## src/rtl/quad_encoder_gen.sv

```systemverilog
// Quadrature encoder emulator: turns step commands into Gray-coded A/B edges,
// an index pulse at position 0, and a wrapped shaft position.
module quad_encoder_gen #(
   parameter int CNT_W          = 16,
   parameter int DWELL_W        = 16,
   parameter int COUNTS_PER_REV = 80,
   parameter int POS_W          = 7
) (
   input  logic               clk,
   input  logic               reset,
   input  logic               cmd_valid,
   output logic               cmd_ready,
   input  logic               cmd_dir,
   input  logic [CNT_W-1:0]   cmd_count,
   input  logic [DWELL_W-1:0] cmd_dwell,
   input  logic               abort,
   output logic               a,
   output logic               b,
   output logic               index,
   output logic [POS_W-1:0]   position,
   output logic               busy,
   output logic               done
);

   localparam logic [1:0] IDLE = 2'd0;
   localparam logic [1:0] RUN  = 2'd1;
   localparam logic [1:0] DONE = 2'd2;

   localparam logic [POS_W-1:0] POS_LAST = POS_W'(COUNTS_PER_REV - 1);

   logic [1:0]         state;
   logic [1:0]         phase;
   logic               dir_q;
   logic [CNT_W-1:0]   cnt_q;
   logic [DWELL_W-1:0] dwell_q;
   logic [DWELL_W-1:0] timer;

   logic [DWELL_W-1:0] dwell_eff;
   logic [1:0]         phase_nxt;
   logic [POS_W-1:0]   pos_nxt;

   assign dwell_eff = (cmd_dwell == '0) ? DWELL_W'(1) : cmd_dwell;

   always_comb begin
      phase_nxt = dir_q ? phase + 2'd1 : phase - 2'd1;
      pos_nxt   = position;
      if (dir_q)
         pos_nxt = (position == POS_LAST) ? '0 : position + POS_W'(1);
      else
         pos_nxt = (position == '0) ? POS_LAST : position - POS_W'(1);
   end

   assign cmd_ready = (state != RUN);
   assign busy      = (state == RUN);
   assign done      = (state == DONE);

   // RUN always ends with a cycle at cnt_q==0 before DONE, so done lands one
   // cycle after the last edge, after an abort, or after a zero-count accept.
   always_ff @(posedge clk or negedge reset) begin
      if (!reset) begin
         state    <= IDLE;
         phase    <= 2'd0;
         position <= '0;
         a        <= 1'b0;
         b        <= 1'b0;
         index    <= 1'b1;
         dir_q    <= 1'b0;
         cnt_q    <= '0;
         dwell_q  <= DWELL_W'(1);
         timer    <= '0;
      end else begin
         case (state)
            IDLE, DONE: begin
               state <= IDLE;
               if (cmd_valid) begin
                  dir_q   <= cmd_dir;
                  cnt_q   <= cmd_count;
                  dwell_q <= dwell_eff;
                  timer   <= dwell_eff;
                  state   <= RUN;
               end
            end
            RUN: begin
               if (cnt_q == '0) begin
                  state <= DONE;
               end else if (abort) begin
                  cnt_q <= '0;
               end else if (timer == DWELL_W'(1)) begin
                  // (a,b) = 00,10,11,01 for phase 0..3
                  phase    <= phase_nxt;
                  a        <= phase_nxt[1] ^ phase_nxt[0];
                  b        <= phase_nxt[1];
                  position <= pos_nxt;
                  index    <= (pos_nxt == '0);
                  cnt_q    <= cnt_q - CNT_W'(1);
                  timer    <= dwell_q;
               end else begin
                  timer <= timer - DWELL_W'(1);
               end
            end
            default: state <= IDLE;
         endcase
      end
   end

endmodule
```

## config.mk

```make
export PLATFORM = sky130hd
export DESIGN_NAME = quad_encoder_gen
export DESIGN_NICKNAME = d
export VERILOG_FILES = /design/src/rtl/quad_encoder_gen.sv
export SDC_FILE = /design/constraint.sdc
export NUM_CORES = 1
export LEC_CHECK = 0
export ABC_CLOCK_PERIOD_IN_PS = 2400
export BUFFER_PORTS_ARGS = -buffer_cell sky130_fd_sc_hd__buf_2
export CELL_PAD_IN_SITES_DETAIL_PLACEMENT = 1
export CELL_PAD_IN_SITES_GLOBAL_PLACEMENT = 1
export CORE_ASPECT_RATIO = 1.5
export CORE_MARGIN = 4
export CORE_UTILIZATION = 39
export DETAILED_ROUTE_END_ITERATION = 8
export PLACE_DENSITY = 0.75
export SYNTH_ARGS = -nofsm -noshare
export SYNTH_HDL_FRONTEND = slang
export SYNTH_SLANG_ARGS = --single-unit
export TNS_END_PERCENT = 100
```

## constraint.sdc

```tcl
create_clock -name clk -period 2.4 [get_ports clk]
set_input_delay 0.48 -clock clk [delete_from_list [all_inputs] [get_ports clk]]
set_output_delay 0.48 -clock clk [all_outputs]
set_load 0.005 [all_outputs]
```

# Word-level counts from Yosys, hierarchy flattened
# Index checks and enable logic that the tools add are counted.
classes:
  n_addsub: 6
  n_eq_ne: 10
  muxes: 18
  bitwise_logic: 3
  n_reduce_logical: 11
ops:
  columns: ["cell", "n"]
  rows:
  - ["2-to-1 mux 16 bit", 9]
  - ["case mux 16 bit (2 select lines)", 2]
  - ["logical NOT 16 bit", 2]
  - ["subtractor 16 x 1 -> 16 bit, second input constant", 2]
  - ["2-to-1 mux 7 bit", 3]
  - ["equality test 16 x 1 -> 1 bit, second input constant", 1]
  - ["logical NOT 7 bit", 2]
  - ["AND reduction 4 bit", 3]
  - ["adder 7 x 1 -> 7 bit, second input constant", 1]
  - ["equality test 7 bit, second input constant", 1]
  - ["subtractor 7 x 1 -> 7 bit, second input constant", 1]
  - ["inequality test 2 bit, second input constant", 3]
  - ["2-to-1 mux 2 bit", 2]
  - ["inequality test 2 x 1 -> 1 bit, second input constant", 2]
  - ["case mux 2 bit (2 select lines)", 1]
  - ["inequality test 3 x 2 -> 1 bit, second input constant", 1]
  - ["adder 2 x 1 -> 2 bit, second input constant", 1]
  - ["equality test 2 x 1 -> 1 bit, second input constant", 1]
  - ["equality test 2 bit, second input constant", 1]
  - ["logical NOT 2 bit", 1]
  - ["NOT 1 bit", 2]
  - ["AND reduction 2 bit", 1]
  - ["nonzero test 2 bit", 1]
  - ["OR reduction 2 bit", 1]
  - ["3 further kinds", 3]
totals:
  register_bits: 63
  input_bits: 37
  output_inout_bits: 13
  elab_cells: 58

# Logic depth before layout (Yosys ltp)
# Gate-level depths: netlist of run 1.
logic_depth:
  ltp_word: 5
  depth_mapped: 9

# Worst setup path after synthesis of run 1
# Ideal clock, no wire load.
synth_timing:
  kind: "flip-flop to flip-flop"
  start: "reg timer[10]"
  end: "reg position[5]"
  setup_ns: 0.125
  arrival_time_ns: 2.383
  required_time_ns: 2.275
  setup_slack_ns: -0.108
  path_stages_with_launch: 7
  n_path_buf: 1
  cell_sequence: "dfrtp_1 -> or4_4 -> buf_6 -> or3_4 -> nor4_4 -> nand3_4 -> mux2_4"
synth_between:
  elab_chain_cells: 2
synth_rtl:
  columns: ["item", "line", "rtl"]
  rows:
  - ["start, declared", "36", "logic [DWELL_W-1:0] timer;"]
  - ["start signal, assigned", "79", "timer <= dwell_eff;"]
  - ["start signal, assigned", "96", "timer <= dwell_q;"]
  - ["start signal, assigned", "98", "timer <= timer - DWELL_W'(1);"]
  - ["equality test 16 x 1 -> 1 bit", "88", "end else if (timer == DWELL_W'(1)) begin"]
  - ["AND reduction 4 bit (no line)", null, null]
  - ["end signal, assigned", "93", "position <= pos_nxt;"]
  - ["end, declared", "20", "output logic [POS_W-1:0] position,"]
# Every way passes these cells.
# A chain may end at the register's enable or synchronous reset.

# Final worst setup path of run 1
layout_timing:
  start: "reg timer[9]"
  end: "reg position[0]"
# Same word-level chain as after synthesis.

==> results of run 1 <==
cell type report:
type                            instances  area (sq um)
Clock buffer                           14           264
Clock inverter                          1          5.00
Fill cell                            1172          4770
Timing Repair Buffer                   78           492
Tap cell                              112           140
Sequential cell                        62          1560
Inverter                                9          33.8
Multi-Input combinational cell        359          2100
cell usage after synthesis, types with 4 or more instances:
cell type  count
nor3_1        13
a22oi_1        7
nor2_1        52
nor4_1        12
nand3_1       14
inv_1          9
nand2b_1       7
nor2b_1        4
o21ai_2        4
o21ai_0       48
nand2_1       71
and3_1         4
a32oi_1        4
xnor2_1        6
or4_1          5
a31oi_1        6
clkbuf_1      23
a21oi_1       31
a211oi_1      11
xor2_1         9
dfrtp_1       60
ha_1           6
o2bb2ai_1      4
where the power goes:
part	leakage (nW)	internal, mW	switching (mW)
sequential	0.773	1.47	0.435
clock	0.133	0.748	0.461
combinational	1.15	1.00	1.45
total	2.06	3.22	2.34
cell families (layout without fill, tap and decap cells):
family / after synthesis / in the layout / share of synthesized area, %
AO/OA/AOI/OAI: 132 / 132 / 21.4
XOR/XNOR: 16 / 16 / 3.91
adder cells (fa/ha/maj): 6 / 6 / 1.99
buffers and inverters: 37 / 102 / 4.11
flip-flops: 62 / 62 / 41.2
multiplexers: 4 / 4 / 1.23
AND/OR/NAND/NOR: 201 / 201 / 26.2
registers in the layout, indices dropped and copies added, names as in the netlist:
name and flops:
a 1, b 1, cnt_q 16, dir_q 1, dwell_q 16, index 1, phase 1, position 7
state 2, timer 16
timing repair:
| item | in CTS | in global routing |
|---|---|---|
| setup endpoints to repair | 0 | 37 |
| buffers inserted | 0 | 8 |
| gates resized for setup | 0 | 11 |
per-stage QoR:
stage	hold slack, ns	area (sq um)	setup TNS, ns	cells	util [%]
2_1_floorplan	0.184	3770	0	458	-
3_3_place_gp	0.457	4210	0	612	45.0
3_5_place_dp	0.464	4210	0	612	45.0
4_1_cts	0.151	4480	0	627	47.8
5_1_grt	0.171	4590	-0.0488	635	49.1
6_report	0.144	4590	0	635	49.1
routing by layer:
| metal | vias up | share of wire, % |
|---|---|---|
| met2 | 62 | 53 |
| met3 | 15 | 2.9 |
| met5 | - | 0 |
| li1 | 1766 | - |
| met4 | 0 | 2.1 |
| met1 | 1841 | 42 |
how the worst max path moves through the flow:
| stage | startpoint | to | slack, ns | cells after the start |
|---|---|---|---|---|
| 3_3_place_gp | timer[10]$_DFFE_PN0P_ | position[5]$_DFFE_PN0P_ | 0.08 | 5 |
| 4_1_cts | timer[10]$_DFFE_PN0P_ | position[5]$_DFFE_PN0P_ | 0.03 | 5 |
| 6_report | timer[9]$_DFFE_PN0P_ | position[0]$_DFFE_PN0P_ | 0.07 | 8 |
| 5_1_grt | timer[9]$_DFFE_PN0P_ | position[0]$_DFFE_PN0P_ | -0.03 | 8 |
| 3_5_place_dp | timer[10]$_DFFE_PN0P_ | position[5]$_DFFE_PN0P_ | 0.04 | 5 |
| 2_1_floorplan | timer[10]$_DFFE_PN0P_ | position[5]$_DFFE_PN0P_ | 0.008 | 6 |
==> summary.txt, run 1 <==
critical-path maximum fanout - 17
CTS Sinks - 62
1st-pass router iterations - 4
worst min path class - input pin to asynchronous set/reset pin
worst endpoint data arrival time - 2.52 ns
Syn Inst Count - 458
power density over the cells - 1210 nW/um^2
DR DRC count - 0
Yosys top cell area share - 39.8%
Clk Latency, worst-skew pair - 0.33 ns
met3 GRT Util - 3.65%
hold buffers post-CTS - 0
most frequent cells in the layout - nand2_1, dfrtp_1, nor2_1, buf_2, o21ai_0
CTS tree - built
critical-path cell list - or4_4 -> or3_4 -> nor4_4 -> buf_4 -> nand3_4 -> buf_12 -> mux2i_1 -> o21ai_1
CP max stage cell - or4_4
routed len/inst - 18.1 um
layout cell share with drive strength beyond 1 - 21.4%
kind of critical path - flip-flop to flip-flop
first-pass GRT wire length - 18500 um
setup violators final - 0
commonest non-fill, non-tap cell in the layout - nand2_1
Worst EP required - 2.59 ns
final setup skew - 0.00447 ns
count of input and output buffers - 49
clk slew on worst S/H paths - 0.05 ns
met2 GRT Util - 37.7%
Ys Warns - 0
Detailed Place HPWL - 7930 um
post-DR vias/cell - 5.80
Worst VDD drop - 0.609 mV
Layout area overhead - 21.7%
maximum capacitance violations - 0
Cell variety after synth - 56
register area share after synthesis - 41.2%
Rel. slew slack - 60.9%
ys async rst share - 100%
syn_nets - 501
root buf cell - clkbuf_16
die height - 128 um
outcome - complete, no violations
Nets - 562
worst r2r dst - position[0]$_DFFE_PN0P_
RD Place Congestion - 0.808
core box area - 9360 sq um
main area contributors after synthesis - dfrtp_1, nand2_1, o21ai_0
mean area per synthesized cell - 8.24 sq um
buffers plus inverters on the worst setup path - 2
actual slew at the worst max-slew pin - 0.581 ns
initial drt markers - 163
Post-synth top flop - dfrtp_1
vias in the first global route - 3816
Starting Density - 40.3%
Final Hold Vio Count - 0
leakage - 2.06 nW
critical path launch point type - flip-flop
GRT met1 Usage - 24.5%
Most Crowded Layer GR - met2
CP delay by family, top - simple AND/OR/NAND/NOR gates
FF-to-FF path depth - 8
reg2reg setup slack - 0.07 ns
Yosys reg bits - 62
FP Rows - 43
CTS Buf Count - 9
Setup Slack @ Placement - 0.0407 ns
num ports - 50
Synth area leader - dfrtp_1
gr ovfl total - 0
Ant. Diodes - 0
f_max - 429 MHz
final period utilization - 97.1%
Clock Path Buffers - 2
initial antenna violation count - 0
GRT Util Overall - 20.9%
largest net degree at the start of global routing - 33
post-route ant nets - 0
Mapped Area - 3770 sq um
Crit. End Element - flip-flop
final WL - 11500 um
Vias - 3684
final setup margin - 0.0698 ns
Largest stage delay, worst path - 0.51 ns
Power, Total - 5.56 mW
Die W - 88.3 um
Crit Reg-Reg Startpoint - timer[9]$_DFFE_PN0P_
clock period minus worst slack - 2.33 ns
Slew Viols, Final - 0
EDFF count, synth - 0
die area - 11400 sq um
CTS H-Tree Depth - 3
Note: power is estimated with default switching activity, not from simulation.
==> run 2: changes to the inputs <==
--- a/config.mk
+++ b/config.mk
@@ -6,14 +6,14 @@
 export NUM_CORES = 1
 export LEC_CHECK = 0
 export ABC_CLOCK_PERIOD_IN_PS = 2400
-export BUFFER_PORTS_ARGS = -buffer_cell sky130_fd_sc_hd__buf_2
 export CELL_PAD_IN_SITES_DETAIL_PLACEMENT = 1
 export CELL_PAD_IN_SITES_GLOBAL_PLACEMENT = 1
 export CORE_ASPECT_RATIO = 1.5
 export CORE_MARGIN = 4
-export CORE_UTILIZATION = 39
+export CORE_UTILIZATION = 35
 export DETAILED_ROUTE_END_ITERATION = 8
-export PLACE_DENSITY = 0.75
+export DONT_BUFFER_PORTS = 1
+export PLACE_DENSITY = 0.63
 export SYNTH_ARGS = -nofsm -noshare
 export SYNTH_HDL_FRONTEND = slang
 export SYNTH_SLANG_ARGS = --single-unit
==> summary.txt, run 2 (synthesis results as in run 1) <==
setup TNS - 0 ns (unchanged)
Starting Density - 35.6% (was 40.3%)
f_max - 428 MHz (was 429 MHz)
fillers - 1300 (was 1172)
initial drt markers - 82 (was 163)
leakage - 1.91 nW (was 2.06 nW)
die area - 12500 sq um (was 11400 sq um)
setup violators final - 0 (unchanged)
CTS tree - built (unchanged)
count of input and output buffers - 0 (was 49)
DR DRC count - 0 (unchanged)
GRT Util Overall - 18.7% (was 20.9%)
outcome - complete, no violations (unchanged)
power density over the cells - 1280 nW/um^2 (was 1210 nW/um^2)
critical-path maximum fanout - 4 (was 17)
Worst EP required - 2.60 ns (was 2.59 ns)
clk slew on worst S/H paths - 0.06 ns (was 0.05 ns)
Final Hold Vio Count - 0 (unchanged)
Rel. slew slack - 55.1% (was 60.9%)
post-DR vias/cell - 5.50 (was 5.80)
Layout area overhead - 18.3% (was 21.7%)
worst endpoint data arrival time - 2.54 ns (was 2.52 ns)
Clock Path Buffers - 2 (unchanged)
Clk Latency, worst-skew pair - 0.34 ns (was 0.33 ns)
largest net degree at the start of global routing - 63 (was 33)
gr ovfl total - 0 (unchanged)
post-route insts no fill - 626 (was 635)
final hold slack - 0.0175 ns (was 0.144 ns)
fin area - 4470 sq um (was 4590 sq um)
routed len/inst - 18.4 um (was 18.1 um)
final period utilization - 97.3% (was 97.1%)
Crit Reg-Reg Startpoint - timer[10]$_DFFE_PN0P_ (was timer[9]$_DFFE_PN0P_)
root buf cell - clkbuf_16 (unchanged)
1st-pass router iterations - 4 (unchanged)
most frequent cells in the layout - nand2_1, dfrtp_1, nor2_1, o21ai_0, buf_4 (was nand2_1, dfrtp_1, nor2_1, buf_2, o21ai_0)
Slew Viols, Final - 0 (unchanged)
RD Place Congestion - 0.781 (was 0.808)
worst min path class - input pin to asynchronous set/reset pin (unchanged)
worst r2r dst - timer[0]$_DFFE_PN0P_ (was position[0]$_DFFE_PN0P_)
critical path launch point type - flip-flop (unchanged)
clock period minus worst slack - 2.34 ns (was 2.33 ns)
vias in the first global route - 3544 (was 3816)
CTS H-Tree Depth - 3 (unchanged)
Die W - 92.8 um (was 88.3 um)
Placed Cells - 600 (was 612)
Vias - 3445 (was 3684)
first-pass GRT wire length - 18300 um (was 18500 um)
Nets - 520 (was 562)
Worst VDD drop - 0.475 mV (was 0.609 mV)
final WL - 11500 um (about the same)
Detailed Place HPWL - 7930 um (about the same)
commonest non-fill, non-tap cell in the layout - nand2_1 (unchanged)
core box area - 10600 sq um (was 9360 sq um)
FP Rows - 46 (was 43)
actual slew at the worst max-slew pin - 0.667 ns (was 0.581 ns)
top flop regs - cnt_q (16), dwell_q (16), timer (16) (unchanged)
Ant. Diodes - 0 (unchanged)
FF-to-FF path depth - 7 (was 8)
Placed Instance Area - 4040 sq um (was 4210 sq um)
reg2reg setup slack - 0.06 ns (was 0.07 ns)
layout cell share with drive strength beyond 1 - 14.3% (was 21.4%)
post-route ant nets - 0 (unchanged)
final setup skew - 0.00762 ns (was 0.00447 ns)
die height - 135 um (was 128 um)
final setup margin - 0.0637 ns (was 0.0698 ns)
CTS Sinks - 62 (unchanged)
num ports - 50 (unchanged)
maximum capacitance violations - 0 (unchanged)
Crit. End Element - flip-flop (unchanged)
kind of critical path - flip-flop to flip-flop (unchanged)
CTS Buf Count - 9 (unchanged)
initial antenna violation count - 0 (unchanged)
Power, Total - 5.70 mW (was 5.56 mW)
Setup Slack @ Placement - -0.0487 ns (was 0.0407 ns)
final design utilization - 42.2% (was 49.1%)
run 2: worst max-delay path by stage:
| stage | start | endpoint | slack, ns |
|---|---|---|---|
| after floorplan | timer[10]$_DFFE_PN0P_ | position[5]$_DFFE_PN0P_ | 0.008 |
| after global placement | timer[10]$_DFFE_PN0P_ | position[5]$_DFFE_PN0P_ | 0.04 |
| after detailed placement | timer[10]$_DFFE_PN0P_ | position[5]$_DFFE_PN0P_ | -0.05 |
| after CTS | timer[10]$_DFFE_PN0P_ | timer[0]$_DFFE_PN0P_ | 0.06 |
| after global routing | timer[10]$_DFFE_PN0P_ | timer[0]$_DFFE_PN0P_ | -0.02 |
| final | timer[10]$_DFFE_PN0P_ | timer[0]$_DFFE_PN0P_ | 0.06 |
run 2: layout make-up:
type                            count  area [sq um]  share of cell area (%)
Clock buffer                       13           280                    6.28
Clock inverter                      3          40.0                   0.897
Inverter                            9          33.8                   0.757
Multi-Input combinational cell    359          2070                    46.5
Sequential cell                    62          1550                    34.8
Tap cell                          144           180                    4.03
Timing Repair Buffer               36           303                    6.78
run 2: critical path, stage by stage (launching register included):
cell	delay, ns
dfrtp_1	0.38
or4_4	0.54
or3_4	0.38
nor4_4	0.14
buf_4	0.18
nor2_1	0.05
a2111oi_1	0.43
nor2_1	0.11
run 2: what timing repair did:
action / CTS / global route
buffers inserted: 7 / 2
setup endpoints to repair: 6 / 29
endpoints found under the hold margin: 62 / 0
hold buffers: 1 / 0
gates resized for setup: 0 / 3
pin swaps: 1 / 2
run 2: routing by layer:
metal | up-vias | GRT usage [%] | part of all wire (%)
met1 | 1702 | 20.9 | 42
met3 | 16 | 3.61 | 2.8
met5 | - | 0 | 0
met2 | 44 | 34.3 | 54
met4 | 0 | 7.42 | 1.7
li1 | 1683 | - | -
run 2: power breakdown:
part | switching, mW | total (mW) | internal, mW
logic | 1.45 | 2.44 | 0.998
registers | 0.392 | 1.86 | 1.47
clock network | 0.490 | 1.40 | 0.913
total | 2.33 | 5.70 | 3.38
==> run 3: changes to the inputs <==
--- a/config.mk
+++ b/config.mk
@@ -10,10 +10,11 @@
 export CELL_PAD_IN_SITES_GLOBAL_PLACEMENT = 1
 export CORE_ASPECT_RATIO = 1.5
 export CORE_MARGIN = 4
-export CORE_UTILIZATION = 35
+export CORE_UTILIZATION = 40
 export DETAILED_ROUTE_END_ITERATION = 8
 export DONT_BUFFER_PORTS = 1
-export PLACE_DENSITY = 0.63
+export HOLD_SLACK_MARGIN = 0.15
+export PLACE_DENSITY = 0.7
 export SYNTH_ARGS = -nofsm -noshare
 export SYNTH_HDL_FRONTEND = slang
 export SYNTH_SLANG_ARGS = --single-unit
==> summary.txt, run 3 (synthesis results as in run 1) <==
RD Place Congestion - 0.773 (was 0.781)
clk slew on worst S/H paths - 0.06 ns (about the same)
critical-path maximum fanout - 16 (was 4)
routed len/inst - 18.6 um (was 18.4 um)
largest net degree at the start of global routing - 63 (unchanged)
final WL - 11100 um (was 11500 um)
leakage - 1.90 nW (was 1.91 nW)
RSZ-0062 raised after global routing - true
fillers - 1126 (was 1300)
buffers plus inverters on the worst setup path - 2 (was 1)
count of input and output buffers - 0 (unchanged)
Worst VDD drop - 0.587 mV (was 0.475 mV)
power density over the cells - 1250 nW/um^2 (was 1280 nW/um^2)
Die W - 87.3 um (was 92.8 um)
Vias - 3477 (was 3445)
final setup margin - -0.0109 ns (was 0.0637 ns)
CTS Buf Count - 9 (unchanged)
outcome - complete, but fails checks (was complete, no violations)
Crit. End Element - flip-flop (unchanged)
commonest non-fill, non-tap cell in the layout - nand2_1 (unchanged)
Clk Latency, worst-skew pair - 0.33 ns (was 0.34 ns)
initial antenna violation count - 0 (unchanged)
GRT met1 Usage - 24.5% (was 20.9%)
CTS H-Tree Depth - 3 (unchanged)
FF-to-FF path depth - 7 (unchanged)
Largest stage delay, worst path - 0.55 ns (was 0.54 ns)
CP max stage cell - or4_4 (unchanged)
die height - 127 um (was 135 um)
CP Depth - 7 (unchanged)
final design utilization - 48.0% (was 42.2%)
maximum capacitance violations - 0 (unchanged)
first-pass GRT wire length - 18500 um (was 18300 um)
met2 GRT Util - 38.3% (was 34.3%)
core box area - 9250 sq um (was 10600 sq um)
Layout area overhead - 17.6% (was 18.3%)
CP delay by family, top - simple AND/OR/NAND/NOR gates (unchanged)
Slew Viols, Final - 0 (unchanged)
critical path launch point type - flip-flop (unchanged)
post-DR vias/cell - 5.85 (was 5.50)
setup TNS - -0.0109 ns (was 0 ns)
failing checks - negative setup slack
Worst EP required - 2.62 ns (was 2.60 ns)
gr ovfl total - 0 (unchanged)
worst min path class - input pin to flip-flop (was input pin to asynchronous set/reset pin)
GRT Util Overall - 21.2% (was 18.7%)
layout cell share with drive strength beyond 1 - 15.1% (was 14.3%)
Rel. slew slack - 57.1% (was 55.1%)
min-delay src - cmd_dwell[2]
Critical Path Source - timer[10]$_DFFE_PN0P_ (unchanged)
vias in the first global route - 3697 (was 3544)
most frequent cells in the layout - nand2_1, dfrtp_1, nor2_1, o21ai_0 (was nand2_1, dfrtp_1, nor2_1, o21ai_0, buf_4)
FP Rows - 43 (was 46)
DR DRC count - 0 (unchanged)
met3 GRT Util - 4.13% (was 3.61%)
Ant. Diodes - 0 (unchanged)
1st-pass router iterations - 4 (unchanged)
CTS Sinks - 62 (unchanged)
root buf cell - clkbuf_16 (unchanged)
num ports - 50 (unchanged)
final period utilization - 100% (was 97.3%)
final setup skew - 0.00875 ns (was 0.00762 ns)
Detailed Place HPWL - 7780 um (was 7930 um)
Nets - 520 (unchanged)
Starting Density - 40.8% (was 35.6%)
setup violators final - 1 (was 0)
initial drt markers - 142 (was 82)
actual slew at the worst max-slew pin - 0.638 ns (was 0.667 ns)
clock period minus worst slack - 2.41 ns (was 2.34 ns)
Final Hold Vio Count - 0 (unchanged)
Most Crowded Layer GR - met2 (unchanged)
top flop regs - cnt_q (16), dwell_q (16), timer (16) (unchanged)
die area - 11100 sq um (was 12500 sq um)
Crit Reg-Reg Startpoint - timer[10]$_DFFE_PN0P_ (unchanged)
CTS tree - built (unchanged)
critical-path cell list - or4_4 -> or3_4 -> nor4_4 -> buf_4 -> nand3_4 -> buf_12 -> mux2_4 (was or4_4 -> or3_4 -> nor4_4 -> buf_4 -> nor2_1 -> a2111oi_1 -> nor2_1)
kind of critical path - flip-flop to flip-flop (unchanged)
f_max - 415 MHz (was 428 MHz)
Hold Path Depth - 2
worst endpoint data arrival time - 2.63 ns (was 2.54 ns)
post-route ant nets - 0 (unchanged)
Clock Path Buffers - 2 (unchanged)
[run 3: cell types whose count changed in the layout (fill, tap and decap cells not counted), sizes merged]
cell         delta
clkinvlp        +1
dlygate4sd3     +1
bufinv          -1
buf             -1
[run 3: path summary, 6_finish.rpt]
check / endpoint / slack (ns)
worst max-delay path: position[5]$_DFFE_PN0P_ / -0.01
worst min-delay path: dwell_q[2]$_DFFE_PN0P_ / 0.25
worst max register to register: position[5]$_DFFE_PN0P_ / -0.01
worst min register to register: dwell_q[1]$_DFFE_PN0P_ / 0.47
max in group asynchronous: index$_DFFE_PN1P_ / 1.39
min in group asynchronous: cnt_q[6]$_DFFE_PN0P_ / 0.69
[run 3: final cells by class]
type	count	area (sq um)	area share, %
flip-flops and latches	62	1550	35.0
clock buffers	13	270	6.09
well taps	112	140	3.16
inverters	9	33.8	0.761
multi-input cells	359	2100	47.4
repair buffers	36	322	7.24
clock inverters	3	17.5	0.394
[run 3: where the power goes]
part	switching [mW]	internal [mW]	leakage (nW)	total, mW
sequential	0.403	1.47	0.773	1.87
combinational	1.44	1.00	0.989	2.44
clock	0.477	0.780	0.142	1.26
total	2.32	3.25	1.90	5.57
[run 3: what timing repair did]
item,CTS,global route
hold endpoints to repair,62,0
gates resized for setup,0,10
setup endpoints to repair,6,36
pin swaps,1,5
setup buffers,3,6
hold buffers,2,0
[run 3: stage by stage]
stage / instance area, sq um / power [mW] / setup slack, ns / std cells / hold slack, ns
6_report: 4440 / 5.57 / -0.0109 / 594 / 0.252
2_1_floorplan: 3770 / 3.47 / 0.00819 / 458 / 0.184
3_5_place_dp: 4000 / 4.25 / -0.0483 / 567 / 0.186
4_1_cts: 4360 / 5.58 / 0.0119 / 588 / 0.243
5_1_grt: 4440 / 6.07 / -0.0741 / 594 / 0.241
3_3_place_gp: 4000 / 4.16 / 0.0232 / 567 / 0.186
[run 3: worst register-to-register path, stage by stage, from the launching register on]
cell	delay, ns
dfrtp_1	0.40
or4_4	0.55
or3_4	0.38
nor4_4	0.25
buf_4	0.18
nand3_4	0.08
buf_12	0.16
mux2_4	0.30
[run 3: metal layers]
metal / wire length [um] / part of all wire, %
met1: 4550 / 41
met2: 6030 / 55
met3: 280 / 2.5
met4: 193 / 1.7
met5: 0 / 0
